==> src/rtl/gpio_pad_pkg.sv <==
// Shared types and constants for the sky130 gpiov2 pad sequencer family.
package gpio_pad_pkg;

  // Sequencer phases: power-up ramp, steady state, hold-protected config
  // apply, and the frozen (hold override) sleep state.
  typedef enum logic [2:0] {
    PWR_WAIT,
    EN_H,
    EN_INP,
    ACTIVE,
    HOLD_SETUP,
    APPLY,
    HOLD_REL,
    SLEEP
  } seq_state_e;

  // Everything the pad latches under HLD_H_N.
  typedef struct packed {
    logic [2:0] dm;
    logic       slow;
    logic       vtrip_sel;
    logic       ib_mode_sel;
    logic       inp_dis;
    logic       analog_en;
    logic       analog_sel;
    logic       analog_pol;
  } pad_cfg_t;

  // Safe pad state: input-only drive mode, input buffer disabled, analog off.
  localparam pad_cfg_t PAD_CFG_RESET = '{
    dm:          3'b001,
    slow:        1'b0,
    vtrip_sel:   1'b0,
    ib_mode_sel: 1'b0,
    inp_dis:     1'b1,
    analog_en:   1'b0,
    analog_sel:  1'b0,
    analog_pol:  1'b0
  };

endpackage

==> src/rtl/sky130_gpio_pad_sequencer.sv <==
// Power-up, config-apply and sleep sequencer for one sky130 gpiov2 pad.
// Every pad-facing output comes straight from a flop; cfg_ready is the only
// output that depends combinationally on an input (sleep_req), so that a
// sleep request can veto a config handshake in the same cycle.
module sky130_gpio_pad_sequencer
  import gpio_pad_pkg::*;
#(
  parameter int unsigned PWRUP_CYCLES = 64,
  parameter int unsigned STEP_CYCLES  = 4,
  parameter int unsigned HOLD_CYCLES  = 2,
  parameter int unsigned CNT_W        = 8
) (
  input  logic       clock,
  input  logic       reset_n,
  input  logic       cfg_valid,
  output logic       cfg_ready,
  input  logic [2:0] cfg_dm,
  input  logic       cfg_slow,
  input  logic       cfg_vtrip_sel,
  input  logic       cfg_ib_mode_sel,
  input  logic       cfg_inp_dis,
  input  logic       cfg_analog_en,
  input  logic       cfg_analog_sel,
  input  logic       cfg_analog_pol,
  input  logic       sleep_req,
  output logic       sleep_ack,
  output logic       pad_ready,
  output logic [2:0] pad_dm,
  output logic       pad_slow,
  output logic       pad_vtrip_sel,
  output logic       pad_ib_mode_sel,
  output logic       pad_inp_dis,
  output logic       pad_analog_en,
  output logic       pad_analog_sel,
  output logic       pad_analog_pol,
  output logic       pad_hld_h_n,
  output logic       pad_hld_ovr,
  output logic       pad_enable_h,
  output logic       pad_enable_inp_h,
  output logic       pad_enable_vdda_h,
  output logic       pad_enable_vswitch_h,
  output logic       pad_enable_vddio
);

  // Terminal counts: the counter restarts at zero on every state entry, so
  // a wait of N cycles ends when it reads N-1.
  localparam logic [CNT_W-1:0] PWRUP_LAST = CNT_W'(PWRUP_CYCLES - 1);
  localparam logic [CNT_W-1:0] STEP_LAST  = CNT_W'(STEP_CYCLES - 1);
  localparam logic [CNT_W-1:0] HOLD_LAST  = CNT_W'(HOLD_CYCLES - 1);

  seq_state_e       state_q, state_d;
  logic [CNT_W-1:0] cnt_q, cnt_d;
  logic             waking_q, waking_d;     // SLEEP sub-phase: hold release
  pad_cfg_t         shadow_q, shadow_d;     // accepted, not yet applied
  pad_cfg_t         cfg_q, cfg_d;           // what the pad currently sees
  logic             hld_h_n_q, hld_h_n_d;
  logic             hld_ovr_q, hld_ovr_d;
  logic             rail_en_q, rail_en_d;   // h / vddio / vdda_h / vswitch_h
  logic             en_inp_q, en_inp_d;
  logic             sleep_ack_q, sleep_ack_d;
  logic             ready_q, ready_d;
  pad_cfg_t         cfg_in;

  assign cfg_in = '{
    dm:          cfg_dm,
    slow:        cfg_slow,
    vtrip_sel:   cfg_vtrip_sel,
    ib_mode_sel: cfg_ib_mode_sel,
    inp_dis:     cfg_inp_dis,
    analog_en:   cfg_analog_en,
    analog_sel:  cfg_analog_sel,
    analog_pol:  cfg_analog_pol
  };

  // Sleep has priority over a pending config, so ready drops the moment
  // sleep_req is seen in ACTIVE.
  assign cfg_ready = (state_q == ACTIVE) && !sleep_req;

  // Next-state and next-output decode for the whole sequencer.
  always_comb begin
    // NOTE: every *_d gets a default before the case, so no path through
    // the decode leaves a variable unassigned and no latch is inferred.
    state_d     = state_q;
    cnt_d       = cnt_q + CNT_W'(1);
    waking_d    = waking_q;
    shadow_d    = shadow_q;
    cfg_d       = cfg_q;
    hld_h_n_d   = hld_h_n_q;
    hld_ovr_d   = hld_ovr_q;
    rail_en_d   = rail_en_q;
    en_inp_d    = en_inp_q;
    sleep_ack_d = sleep_ack_q;
    ready_d     = ready_q;

    unique case (state_q)
      PWR_WAIT: begin
        if (cnt_q == PWRUP_LAST) begin
          rail_en_d = 1'b1;
          cnt_d     = '0;
          state_d   = EN_H;
        end
      end

      EN_H: begin
        if (cnt_q == STEP_LAST) begin
          en_inp_d = 1'b1;
          cnt_d    = '0;
          state_d  = EN_INP;
        end
      end

      EN_INP: begin
        if (cnt_q == STEP_LAST) begin
          hld_h_n_d = 1'b1;
          ready_d   = 1'b1;   // stays set until the next reset
          cnt_d     = '0;
          state_d   = ACTIVE;
        end
      end

      ACTIVE: begin
        cnt_d = cnt_q;        // idle here; avoid a free-running wrap
        if (sleep_req) begin
          hld_h_n_d = 1'b0;
          hld_ovr_d = 1'b1;
          waking_d  = 1'b0;
          cnt_d     = '0;
          state_d   = SLEEP;
        end else if (cfg_valid) begin
          shadow_d  = cfg_in;
          hld_h_n_d = 1'b0;
          cnt_d     = '0;
          state_d   = HOLD_SETUP;
        end
      end

      HOLD_SETUP: begin
        if (cnt_q == HOLD_LAST) begin
          cnt_d   = '0;
          state_d = APPLY;
        end
      end

      APPLY: begin
        cfg_d   = shadow_q;
        cnt_d   = '0;
        state_d = HOLD_REL;
      end

      HOLD_REL: begin
        if (cnt_q == HOLD_LAST) begin
          hld_h_n_d = 1'b1;
          cnt_d     = '0;
          state_d   = ACTIVE;
        end
      end

      SLEEP: begin
        if (waking_q) begin
          // Override already dropped; keep the latch closed a little longer.
          if (cnt_q == HOLD_LAST) begin
            hld_h_n_d = 1'b1;
            waking_d  = 1'b0;
            cnt_d     = '0;
            state_d   = ACTIVE;
          end
        end else if (!sleep_req) begin
          sleep_ack_d = 1'b0;
          hld_ovr_d   = 1'b0;
          waking_d    = 1'b1;
          cnt_d       = '0;
        end else if (cnt_q == HOLD_LAST) begin
          sleep_ack_d = 1'b1;
          cnt_d       = cnt_q;  // saturate while frozen
        end
      end

      default: begin
        state_d = PWR_WAIT;
        cnt_d   = '0;
      end
    endcase
  end

  // State and output registers with synchronous active-low reset.
  always_ff @(posedge clock) begin
    if (!reset_n) begin
      state_q     <= PWR_WAIT;
      cnt_q       <= '0;
      waking_q    <= 1'b0;
      // NOTE: the shadow is reset along with everything else so a config
      // captured before reset can never reach the pad afterwards.
      shadow_q    <= PAD_CFG_RESET;
      cfg_q       <= PAD_CFG_RESET;
      hld_h_n_q   <= 1'b0;
      hld_ovr_q   <= 1'b0;
      rail_en_q   <= 1'b0;
      en_inp_q    <= 1'b0;
      sleep_ack_q <= 1'b0;
      ready_q     <= 1'b0;
    end else begin
      // NOTE: non-blocking assignments here so every register samples the
      // pre-edge values regardless of statement order.
      state_q     <= state_d;
      cnt_q       <= cnt_d;
      waking_q    <= waking_d;
      shadow_q    <= shadow_d;
      cfg_q       <= cfg_d;
      hld_h_n_q   <= hld_h_n_d;
      hld_ovr_q   <= hld_ovr_d;
      rail_en_q   <= rail_en_d;
      en_inp_q    <= en_inp_d;
      sleep_ack_q <= sleep_ack_d;
      ready_q     <= ready_d;
    end
  end

  assign sleep_ack            = sleep_ack_q;
  assign pad_ready            = ready_q;
  assign pad_dm               = cfg_q.dm;
  assign pad_slow             = cfg_q.slow;
  assign pad_vtrip_sel        = cfg_q.vtrip_sel;
  assign pad_ib_mode_sel      = cfg_q.ib_mode_sel;
  assign pad_inp_dis          = cfg_q.inp_dis;
  assign pad_analog_en        = cfg_q.analog_en;
  assign pad_analog_sel       = cfg_q.analog_sel;
  assign pad_analog_pol       = cfg_q.analog_pol;
  assign pad_hld_h_n          = hld_h_n_q;
  assign pad_hld_ovr          = hld_ovr_q;
  assign pad_enable_h         = rail_en_q;
  assign pad_enable_vddio     = rail_en_q;
  assign pad_enable_vdda_h    = rail_en_q;
  assign pad_enable_vswitch_h = rail_en_q;
  assign pad_enable_inp_h     = en_inp_q;

endmodule

==> config.mk <==
export PLATFORM = sky130hd
export DESIGN_NAME = sky130_gpio_pad_sequencer
export DESIGN_NICKNAME = d
export VERILOG_FILES = /design/src/rtl/gpio_pad_pkg.sv /design/src/rtl/sky130_gpio_pad_sequencer.sv
export SDC_FILE = /design/constraint.sdc
export NUM_CORES = 1
export LEC_CHECK = 0
export CORE_MARGIN = 1
export CORE_UTILIZATION = 30
export CTS_CLUSTER_SIZE = 8
export DETAILED_ROUTE_END_ITERATION = 10
export GPL_TIMING_DRIVEN = 0
export PLACE_DENSITY_LB_ADDON = 0.3
export SLEW_MARGIN = 10
export SYNTH_ARGS = -nofsm -noshare
export SYNTH_HDL_FRONTEND = slang
export SYNTH_SLANG_ARGS = --single-unit
==> constraint.sdc <==
create_clock -name clock -period 2.65 [get_ports clock]
set_input_delay 0.265 -clock clock [delete_from_list [all_inputs] [get_ports clock]]
set_output_delay 0.265 -clock clock [all_outputs]
set_load 0.005 [all_outputs]
==> metrics.cfg, run 1 <==
[power_and_ir_drop]
p_per_area_nw_per_um2=447
vdd_ir_drop_max_uv=240
leakage_nw=0.889
p_comb_share_pct=6.5
p_total_mw=1.07
p_seq_share_pct=54.0
p_clk_share_pct=39.5
intPower_mw=0.817
sw_frac_of_total_pct=23.8
p_switching_mw=0.256

[critical_path]
slowest_stage=clkdlybuf4s50_1
critPathBufInv=3
path_cells=clkdlybuf4s50_1 > and4bb_2 > clkbuf_1 > clkdlybuf4s50_1
worstSetupStartpointType=primary input
crit_arrival_ns=2.19
crit_path_frequent_cell=clkdlybuf4s50_1
crit_family=buffers and inverters
crit_fanout=10
critPathMaxStageDelay_ns=0.59
worstSetupEndpointType=primary output
worst_ep_required_time_ns=2.38
criticalPathCategory=primary input to primary output

[detailed_routing]
drt_iter0_drc=137
routedWlPerCell_um=13.9
drc_errors=0
detail-route-antenna-nets=0
num_vias=1783
viasPerCell=5.32
first_pass_iters=4
wl_um=4660

[timing]
tns_ns=0
period_needed_ns=2.45
fmax_ghz=0.408
setup_viol=0
finalHoldViolCount=0
rsz0062_at_grt=no
worstMarginPinSlew_ns=0.567
finClkSkew_ns=0.00563
period_share_pct=92.5
max_slew_margin_pct=62.2
slew_viol_final=0

[finish]
final_common_cell=dfxtp_1
syn2layout_area_growth_pct=26.9
fillers=612
layout_common_cells=dfxtp_1, clkdlybuf4s50_1, nand3_1, nand2_1
drive_gt1_share_pct=8.46
fin_nets=275
diodes=0

[yosys]
postSynthNetCount=236
synth_edf_count=0
synthCells=220
ys_seq_area_share_pct=40.2
ys_seq_elements=38
ys.flop_type=dfxtp_1
avgSynthCellArea_um2=8.60
yosys_warnings=0
netlist_area_um2=1890
synthArstFlopShare_pct=0
yosysUniqueCellTypes=43

[clock_tree]
htree_levels=2
clock-sinks=38
post_cts_buffers=0
cts_buffer_depth=2
postCtsHoldBufs=0
tritoncts=done
clockRootBuffer=clkbuf_8
numCtsBuffers=5
clk_latency_ns=0.30
cts_resized=0
clk_pin_slew_ns=0.07

[grt]
grt_util_all_layers_pct=15.3
antenna_found_initial=0
grt_pass1_vias=1540
grt_start_max_net_pins=13
grt_first_pass_wirelength_um=7680
grt-ovfl-total=0

[die]
coreArea_um2=5990
fp-row-count=28
start_util_pct=31.6
dieArea_um2=6630
ios=34
die_y_um=81.4
die_w_um=81.4

[place]
dpl.hpwl_um=3300
port_buffers=32
gp_congestion=0.775

[outcome]
outcome=completed

[worst_hold_path]
min_path_type=primary input to register

[job]
max_cap_violations=0

-- synthesized netlist by cell type (2+ instances only) --
library cell,number,area [um2]
a21oi_1,18,90.1
a221oi_1,9,78.8
a31oi_1,2,12.5
and3_1,2,12.5
and4_1,2,17.5
buf_2,2,10.0
buf_4,4,30.0
clkbuf_1,10,37.5
dfxtp_1,38,761
ha_1,2,25.0
inv_1,9,33.8
mux2i_1,10,100
nand2_1,20,75.1
nand2b_1,2,12.5
nand3_1,20,100
nand4_1,2,12.5
nor2_1,18,67.6
nor2b_1,3,18.8
nor3_1,4,20.0
o21ai_0,5,25.0
o31ai_1,7,52.6
or3_1,4,25.0
or4_1,7,52.6
-- final cells by class --
class	instances	area [um2]	share of cell area (%)
multi-input cells	156	1010	42.0
flip-flops and latches	38	761	31.7
repair buffers	32	320	13.3
well taps	75	93.8	3.91
plain buffers	17	88.8	3.70
clock buffers	6	82.6	3.44
inverters	9	33.8	1.41
clock inverters	2	12.5	0.521
-- power by group through the flow --
stage          logic (mW)  registers [mW]  clock network [mW]
2_1_floorplan      0.0379           0.591                   0
3_3_place_gp       0.0696           0.592                   0
3_5_place_dp       0.0697           0.592                   0
4_1_cts            0.0702           0.579               0.436
5_1_grt            0.0777           0.579               0.460
6_report           0.0698           0.579               0.424
-- registers in the layout, summed over array words and instances (netlist names), 3 cells and up --
| register | count |
|---|---|
| state_q | 3 |
| shadow_q | 10 |
| cnt_q | 8 |
| pad_dm | 3 |
-- kinds of logic (layout without fill, tap and decap cells) --
family          count (synthesis)  count (layout)  share of synthesized area [%]
simple gates                   91              91                           26.1
compound gates                 52              52                           20.0
mux                            11              11                           5.89
fa+ha+maj                       2               2                           1.32
buf+inv                        26              66                           6.48
flops                          38              38                           40.2
-- stage by stage --
stage               util, %  cells  setup WS [ns]  cell area (um2)  hold slack [ns]
floorplan                 -    220          0.715             1890            0.382
global placement       38.5    327          0.203             2310            0.444
detailed placement     38.5    327          0.229             2310            0.448
CTS                    40.1    335          0.219             2400            0.311
global route           40.1    335          0.114             2400            0.338
finish                 40.1    335          0.198             2400            0.320
-- worst paths after layout --
kind,depth (start not counted),slack (ns),start,endpoint
worst max-delay path,4,0.20,sleep_req,cfg_ready
worst min-delay path,2,0.32,reset_n,pad_inp_dis$_SDFFE_PN1P_
worst max register to register,6,0.47,cnt_q[0]$_SDFFE_PN0P_,cnt_q[1]$_SDFFE_PN0P_
worst min register to register,2,0.46,shadow_q[1]$_SDFFE_PN0P_,shadow_q[1]$_SDFFE_PN0P_
-- per-layer routing --
metal | track usage, % | wire, um
met1 | 22.4 | 2390
met2 | 21.3 | 1980
met3 | 3.11 | 204
met4 | 6.43 | 81
met5 | 0 | 0
-- worst register-to-register path: stages, from the launching register on --
cell and delay, ns:
dfxtp_1 0.41, ha_1 0.21, nor3b_1 0.42, and4_1 0.33, buf_4 0.19, nor2_1 0.14
a2111oi_1 0.36
(Power assumes the default switching activity.)
==> inputs of run 2 (changes only) <==
==> constraint.sdc (replaced) <==
create_clock -name clock -period 3.15 [get_ports clock]
set_input_delay 0.315 -clock clock [delete_from_list [all_inputs] [get_ports clock]]
set_output_delay 0.315 -clock clock [all_outputs]
set_load 0.005 [all_outputs]
==> results of run 2 <==
Same layout as run 1 (identical final DEF). Status: completed.
Among the figures that moved: setup slack after placement 0.229 ns -> 0.629 ns; setup slack after layout 0.198 ns -> 0.598 ns; hold slack 0.320 ns -> 0.370 ns; register-to-register setup slack 0.47 ns -> 0.97 ns; total power 1.07 mW -> 0.903 mW; worst IR drop on VDD 240 uV -> 202 uV
